**config.mk**
```make
export PLATFORM = sky130hd
export DESIGN_NAME = mod_symbol_ctrl
export DESIGN_NICKNAME = d
export VERILOG_FILES = /design/src/rtl/mod_ctrl_pkg.sv /design/src/rtl/symbol_timer.sv /design/src/rtl/mod_symbol_ctrl.sv
export SDC_FILE = /design/constraint.sdc
export NUM_CORES = 1
export LEC_CHECK = 0
export CAP_MARGIN = 20
export CORE_MARGIN = 2
export CORE_UTILIZATION = 50
export DETAILED_ROUTE_END_ITERATION = 6
export GPL_TIMING_DRIVEN = 0
export HOLD_SLACK_MARGIN = 0.08
export PLACE_DENSITY = 0.72
export SLEW_MARGIN = 20
export SYNTH_ARGS = -nofsm -noshare
export SYNTH_HDL_FRONTEND = slang
export SYNTH_HIERARCHICAL = 1
export SYNTH_SLANG_ARGS = --single-unit
```
**constraint.sdc**
```tcl
create_clock -name clk -period 6 [get_ports clk]
set_clock_uncertainty 0.2 [all_clocks]
set_input_delay 0.9 -clock clk [delete_from_list [all_inputs] [get_ports clk]]
set_output_delay 0.9 -clock clk [all_outputs]
set_load 0.01 [all_outputs]
```
**src/rtl/mod_ctrl_pkg.sv**
```systemverilog
// mod_ctrl_pkg: shared types and default divider codes for the ASK/FSK symbol sequencer.
package mod_ctrl_pkg;

    typedef enum logic [1:0] {ST_IDLE, ST_PRE, ST_DATA} state_e;

    typedef enum logic {MODE_ASK, MODE_FSK} mode_e;

    typedef logic [3:0] div_code_t;

    localparam div_code_t MARK_CODE_DEF  = 4'b0011;
    localparam div_code_t SPACE_CODE_DEF = 4'b0110;

endpackage

```
**src/rtl/symbol_timer.sv**
```systemverilog
// symbol_timer: symbol-length down-counter; loads len_i on start_i, flags the final cycle of a symbol.
module symbol_timer #(
    parameter int SYM_W = 16
) (
    input  logic             clk,
    input  logic             rst,
    input  logic             start_i,
    input  logic [SYM_W-1:0] len_i,
    output logic             last_o,
    output logic             last_nxt_o
);

    logic [SYM_W-1:0] cnt_q, cnt_d;

    always_comb cnt_d = start_i ? len_i : (cnt_q != '0 ? cnt_q - SYM_W'(1) : cnt_q);

    always_ff @(posedge clk) begin
        if (rst) cnt_q <= '0;
        else     cnt_q <= cnt_d;
    end

    assign last_o     = cnt_q == '0;
    assign last_nxt_o = cnt_d == '0;

endmodule

```
**src/rtl/mod_symbol_ctrl.sv**
```systemverilog
// mod_symbol_ctrl: serialises bytes MSB-first into divider codes and carrier gating for the ASK/FSK transmitter.
// Defining MOD_PREAMBLE_EN prefixes every frame started from IDLE with PRE_BYTE.
module mod_symbol_ctrl
    import mod_ctrl_pkg::*;
#(
    parameter int         SYM_W      = 16,
    parameter div_code_t  MARK_CODE  = MARK_CODE_DEF,
    parameter div_code_t  SPACE_CODE = SPACE_CODE_DEF,
    parameter logic [7:0] PRE_BYTE   = 8'hAA
) (
    input  logic             clk,
    input  logic             rst,
    input  logic [7:0]       in_data,
    input  logic             in_valid,
    output logic             in_ready,
    input  logic             mode,
    input  logic [SYM_W-1:0] sym_len,
    output logic             div_msb,
    output logic [2:0]       div_cnt,
    output logic             div_load,
    output logic             tx_en,
    output logic             busy,
    output logic             done
);

    state_e           state_q, state_d;
    mode_e            mode_q, mode_d;
    logic [7:0]       data_q, data_d;
    logic [SYM_W-1:0] len_q, len_d;
    logic [2:0]       bit_q, bit_d;
    div_code_t        code_q, code_d;
    logic             load_q, load_d, tx_q, tx_d, busy_q, busy_d, done_q, done_d;
    logic             last, last_nxt, xfer, sym_end, start, b_d;

    assign in_ready = !rst && (state_q == ST_IDLE || (state_q == ST_DATA && bit_q == 3'd0 && last));
    assign xfer     = in_valid && in_ready;
    assign sym_end  = state_q != ST_IDLE && last;

    always_ff @(posedge clk) begin
        if (rst) state_q <= ST_IDLE;
        else     state_q <= state_d;
    end

    always_comb begin
        state_d = state_q;
        case (state_q)
`ifdef MOD_PREAMBLE_EN
            ST_IDLE: if (xfer) state_d = ST_PRE;
`else
            ST_IDLE: if (xfer) state_d = ST_DATA;
`endif
            ST_PRE:  if (sym_end && bit_q == 3'd0) state_d = ST_DATA;
            ST_DATA: if (sym_end && bit_q == 3'd0) state_d = xfer ? ST_DATA : ST_IDLE;
            default: state_d = ST_IDLE;
        endcase
    end

    // Length is stored as L-1 so a zero request behaves like a one-cycle symbol.
    always_comb begin
        data_d = xfer ? in_data : data_q;
        mode_d = xfer ? mode_e'(mode) : mode_q;
        len_d  = xfer ? (sym_len == '0 ? '0 : sym_len - SYM_W'(1)) : len_q;
        bit_d  = xfer ? 3'd7 : (sym_end ? bit_q - 3'd1 : bit_q);
        start  = state_d != ST_IDLE && (xfer || sym_end);
    end

    symbol_timer #(.SYM_W(SYM_W)) u_timer (
        .clk        (clk),
        .rst        (rst),
        .start_i    (start),
        .len_i      (len_d),
        .last_o     (last),
        .last_nxt_o (last_nxt)
    );

    // Outputs are registered, so they are decoded from the next-cycle view.
    always_comb begin
        b_d    = state_d == ST_PRE ? PRE_BYTE[bit_d] : data_d[bit_d];
        code_d = (state_d != ST_IDLE && mode_d == MODE_FSK && !b_d) ? SPACE_CODE : MARK_CODE;
        tx_d   = state_d != ST_IDLE && (mode_d == MODE_FSK || b_d);
        load_d = start;
        busy_d = state_d != ST_IDLE;
        done_d = state_d == ST_DATA && bit_d == 3'd0 && last_nxt;
    end

    always_ff @(posedge clk) begin
        if (rst) begin
            data_q <= '0;
            mode_q <= MODE_ASK;
            len_q  <= '0;
            bit_q  <= 3'd7;
            code_q <= MARK_CODE;
            load_q <= 1'b0;
            tx_q   <= 1'b0;
            busy_q <= 1'b0;
            done_q <= 1'b0;
        end else begin
            data_q <= data_d;
            mode_q <= mode_d;
            len_q  <= len_d;
            bit_q  <= bit_d;
            code_q <= code_d;
            load_q <= load_d;
            tx_q   <= tx_d;
            busy_q <= busy_d;
            done_q <= done_d;
        end
    end

    assign div_msb  = code_q[3];
    assign div_cnt  = code_q[2:0];
    assign div_load = load_q;
    assign tx_en    = tx_q;
    assign busy     = busy_q;
    assign done     = done_q;

endmodule

```
==> summary.txt <==
Floorplan
  • Total Die Area: approximately 7000 sq um
  • IO Pins: 37
  • Starting Density: between 50 and 60%
  • Std cell rows: 29
  • Core area: roughly 6200 sq um
  • Die W: 83.8 um
  • Die height: 83.8 um

Logic synthesis
  • Register area share after synthesis: between 30% and 40%
  • Most used flip-flop cell after synthesis: dfxtp_1
  • Synth unique cells: 73
  • Mapped cell area: between 3000 and 4000 sq um
  • Ys async rst share: 0%
  • Post-Synthesis Net Count: 413
  • Mapped Cells: 380
  • Synth Area in Adders: 1.97%
  • Post-Synth Simple-Gate Area: between 20% and 30%
  • EDFF count, synth: 0
  • #FFs+latches synth: between 50 and 60
  • Synth warn: 6
  • Post-synthesis mux area share: 7.47%
  • Post-Syn Area per Cell: 8.38 sq um
  • Post-Synth XOR/XNOR Area: 4.36%
  • Synth Area in Compound Gates: 19.0%
  • Largest family of logic cells by synthesized area: simple AND/OR/NAND/NOR gates

Cells and area
  • Synth-to-layout area growth: 16.2%
  • Fill count: between 500 and 600
  • # diodes: 0
  • Final core occ: between 50% and 60%
  • Final instance area: approximately 3700 sq um
  • Layout cell share with drive strength beyond 1: about an eighth
  • Most frequent cells in the layout: 52 x dfxtp_1, 46 x nor2_1, 33 x nand2_1, 33 x clkdlybuf4s50_1
  • Layout Nets: between 400 and 500
  • Most common cell after layout, fill and taps aside: dfxtp_1

Global routing
  • Pin count of the biggest net entering global routing: 17
  • First-pass GRT wire length: roughly 13 mm
  • Initial antenna violation count: 0
  • GR Util All Layers: a little over a fifth
  • Vias in the first global route: ~2600
  • GRT overflow: 0

Clock tree
  • Post_cts resized: 0
  • Total CTS buffers: 5
  • # H-tree levels: 2
  • Worst-path clk slew: ~0.1 ns
  • # hold bufs at CTS: 0
  • CTS root buffer: clkbuf_8
  • Largest buffer count on any clock path: 2
  • TritonCTS clock tree: done
  • Sinks on Clock Net: 52
  • Latest clock arrival within the worst-skew pair: between 0.3 and 0.4 ns
  • Post-CTS setup repair buffer count: 0

Timing
  • Max-slew violation count: 0
  • Fmax: 187 MHz
  • Final count of hold timing violations: 0
  • Slew @ Worst Pin: roughly 0.77 ns
  • Setup TNS: 0 ns
  • Tmin final: 5.35 ns
  • Final worst-path cycle share: 89.1%
  • RSZ-0062 raised after global routing: false
  • Min Hold Slack: between 0.3 and 0.4 ns
  • Final setup violation count: 0
  • Slew headroom: between 40% and 50%

Critical path
  • Max FO, Critical Path: 10
  • Crit Reg-Reg Startpoint: u_timer/cnt_q[0]
  • R2r setup slk: around 0.65 ns
  • CP cell instances: clkbuf_1, inv_1, ha_1, or3b_2, nor2_1, and4_1, nand3b_1, a211oi_2, nand2_2, buf_2, nand2_1, buf_6, clkbuf_1, a311oi_1, a41oi_1, nand4_1, nor4_2, o2111ai_1, nor2_1
  • Crit. Startpoint: u_timer/cnt_q[0]
  • CP required: between 6 and 7 ns
  • Crit path to: done
  • Worst R2R End: done
  • CP max stage cell: a211oi_2
  • Critical path type: flop to flop
  • Startpoint Class: flop
  • Critical Path Max Stage Delay: ~0.48 ns
  • R2r worst-path depth: 19
  • Worst EP arrival: about 5.4 ns
  • Capturing element type of the critical path: flop

Drt
  • DRC errors left: 0
  • Vias after detailed routing: 2919
  • Total wire length: roughly 8 mm
  • First-pass DRT Iterations: 5
  • Via density: just under 6
  • Routed Antenna Nets: 0
  • DR WL/cell: ~16 um
  • Initial DRC count: slightly above 200

Power and ir drop
  • PwrDens: ~360 nW/um^2
  • Max IR drop VDD: 0.000162 V
  • Static Leak: 1.44 nW
  • Total Power: between 0.001 and 0.0015 W

Placed design
  • Port Buffers: 33
  • Placement Cell Area: between 3000 and 4000 sq um
  • GP Congestion: ~0.9
  • Dpl hpwl: ~6 mm

Worst hold path
  • Hold crit path type: flop to flop

Status
  • Run status: complete, no violations

Job
  • Max Cap Viol: 0
worst max-delay path: cells and delay by family (launching register included):
family / cells / cell delay (ns)
adder cells (fa/ha/maj): 1 / 0.20
buffers and inverters: 5 / 1.12
AO/OA/AOI/OAI: 4 / 1.03
flip-flops: 1 / 0.31
AND/OR/NAND/NOR: 9 / 2.42
worst min path at each step:
stage,start,cells after the start,slack [ns],to
floorplan,data_q[4],2,0.26,data_q[4]
global placement,mode_q,2,0.27,mode_q
CTS,mode_q,2,0.32,mode_q
detailed placement,data_q[6],2,0.29,data_q[6]
finish,mode_q,2,0.30,mode_q
global route,mode_q,2,0.35,mode_q
Yosys cell counts, drive strengths merged (4+ instances only):
library cell   n  area share [%]
clkbuf        10             1.2
nand3          7             1.1
ha             5             2.0
a311oi         5             1.4
nor3          15             2.4
xnor2         12             3.5
a31oi          6             1.2
buf           11             2.2
dfxtp         52              33
and2          18             3.6
nor2b          4            0.79
o21ai         23             5.0
mux2i         17             5.3
or4            4             1.2
or3            8             1.6
inv           16             1.9
nor4          10             2.8
a211oi         7             2.0
a21oi         17             2.7
nand2         34             4.1
nor2          46             5.4
metal layers:
layer / vias up / GRT usage (%) / routed length [um]
li1: 1441 / - / -
met1: 1357 / 30.7 / 3670
met2: 109 / 34.5 / 3560
met3: 12 / 3.66 / 431
met4: 0 / 7.18 / 132
met5: - / 0 / 0
metrics by stage:
| step | instances | setup WS, ns |
|---|---|---|
| 4_1_cts | 498 | 0.785 |
| 2_1_floorplan | 380 | 1.89 |
| 3_3_place_gp | 490 | 0.864 |
| 3_5_place_dp | 490 | 0.826 |
| 5_1_grt | 498 | 0.351 |
| 6_report | 498 | 0.651 |
report_power, final:
| part | internal, W | total [W] | switching, W |
|---|---|---|---|
| registers | 0.000400 | 0.000459 | 0.0000588 |
| logic | 0.000277 | 0.000660 | 0.000383 |
| clock network | 0.0000817 | 0.000203 | 0.000121 |
layout make-up:
type | instances | area [sq um] | share of cell area (%)
Buffer | 21 | 109 | 2.94
Timing Repair Buffer | 33 | 330 | 8.93
Clock buffer | 5 | 68.8 | 1.86
Tap cell | 77 | 96.3 | 2.61
Multi-Input combinational cell | 291 | 1970 | 53.4
Clock inverter | 3 | 18.8 | 0.508
Inverter | 16 | 60.1 | 1.62
Sequential cell | 52 | 1040 | 28.2
kinds of logic (layout without fill, tap and decap cells):
group	after synthesis	in the layout
DFF	52	52
and+or+nand+nor	167	167
other	2	2
AOI/OAI and AO/OA	81	81
muxes	21	21
xor gates and xnor gates	15	15
buffers and inverters	37	78
adders and majority gates	5	5
state kept, by name, summed over array words and instances, names as in the netlist:
signal,flops
done,1
div_load,1
tx_en,1
bit_q,3
len_q,16
state_q,2
data_q,8
busy,1
code_q,2
u_timer/cnt_q,16
mode_q,1
(Power assumes the default switching activity.)
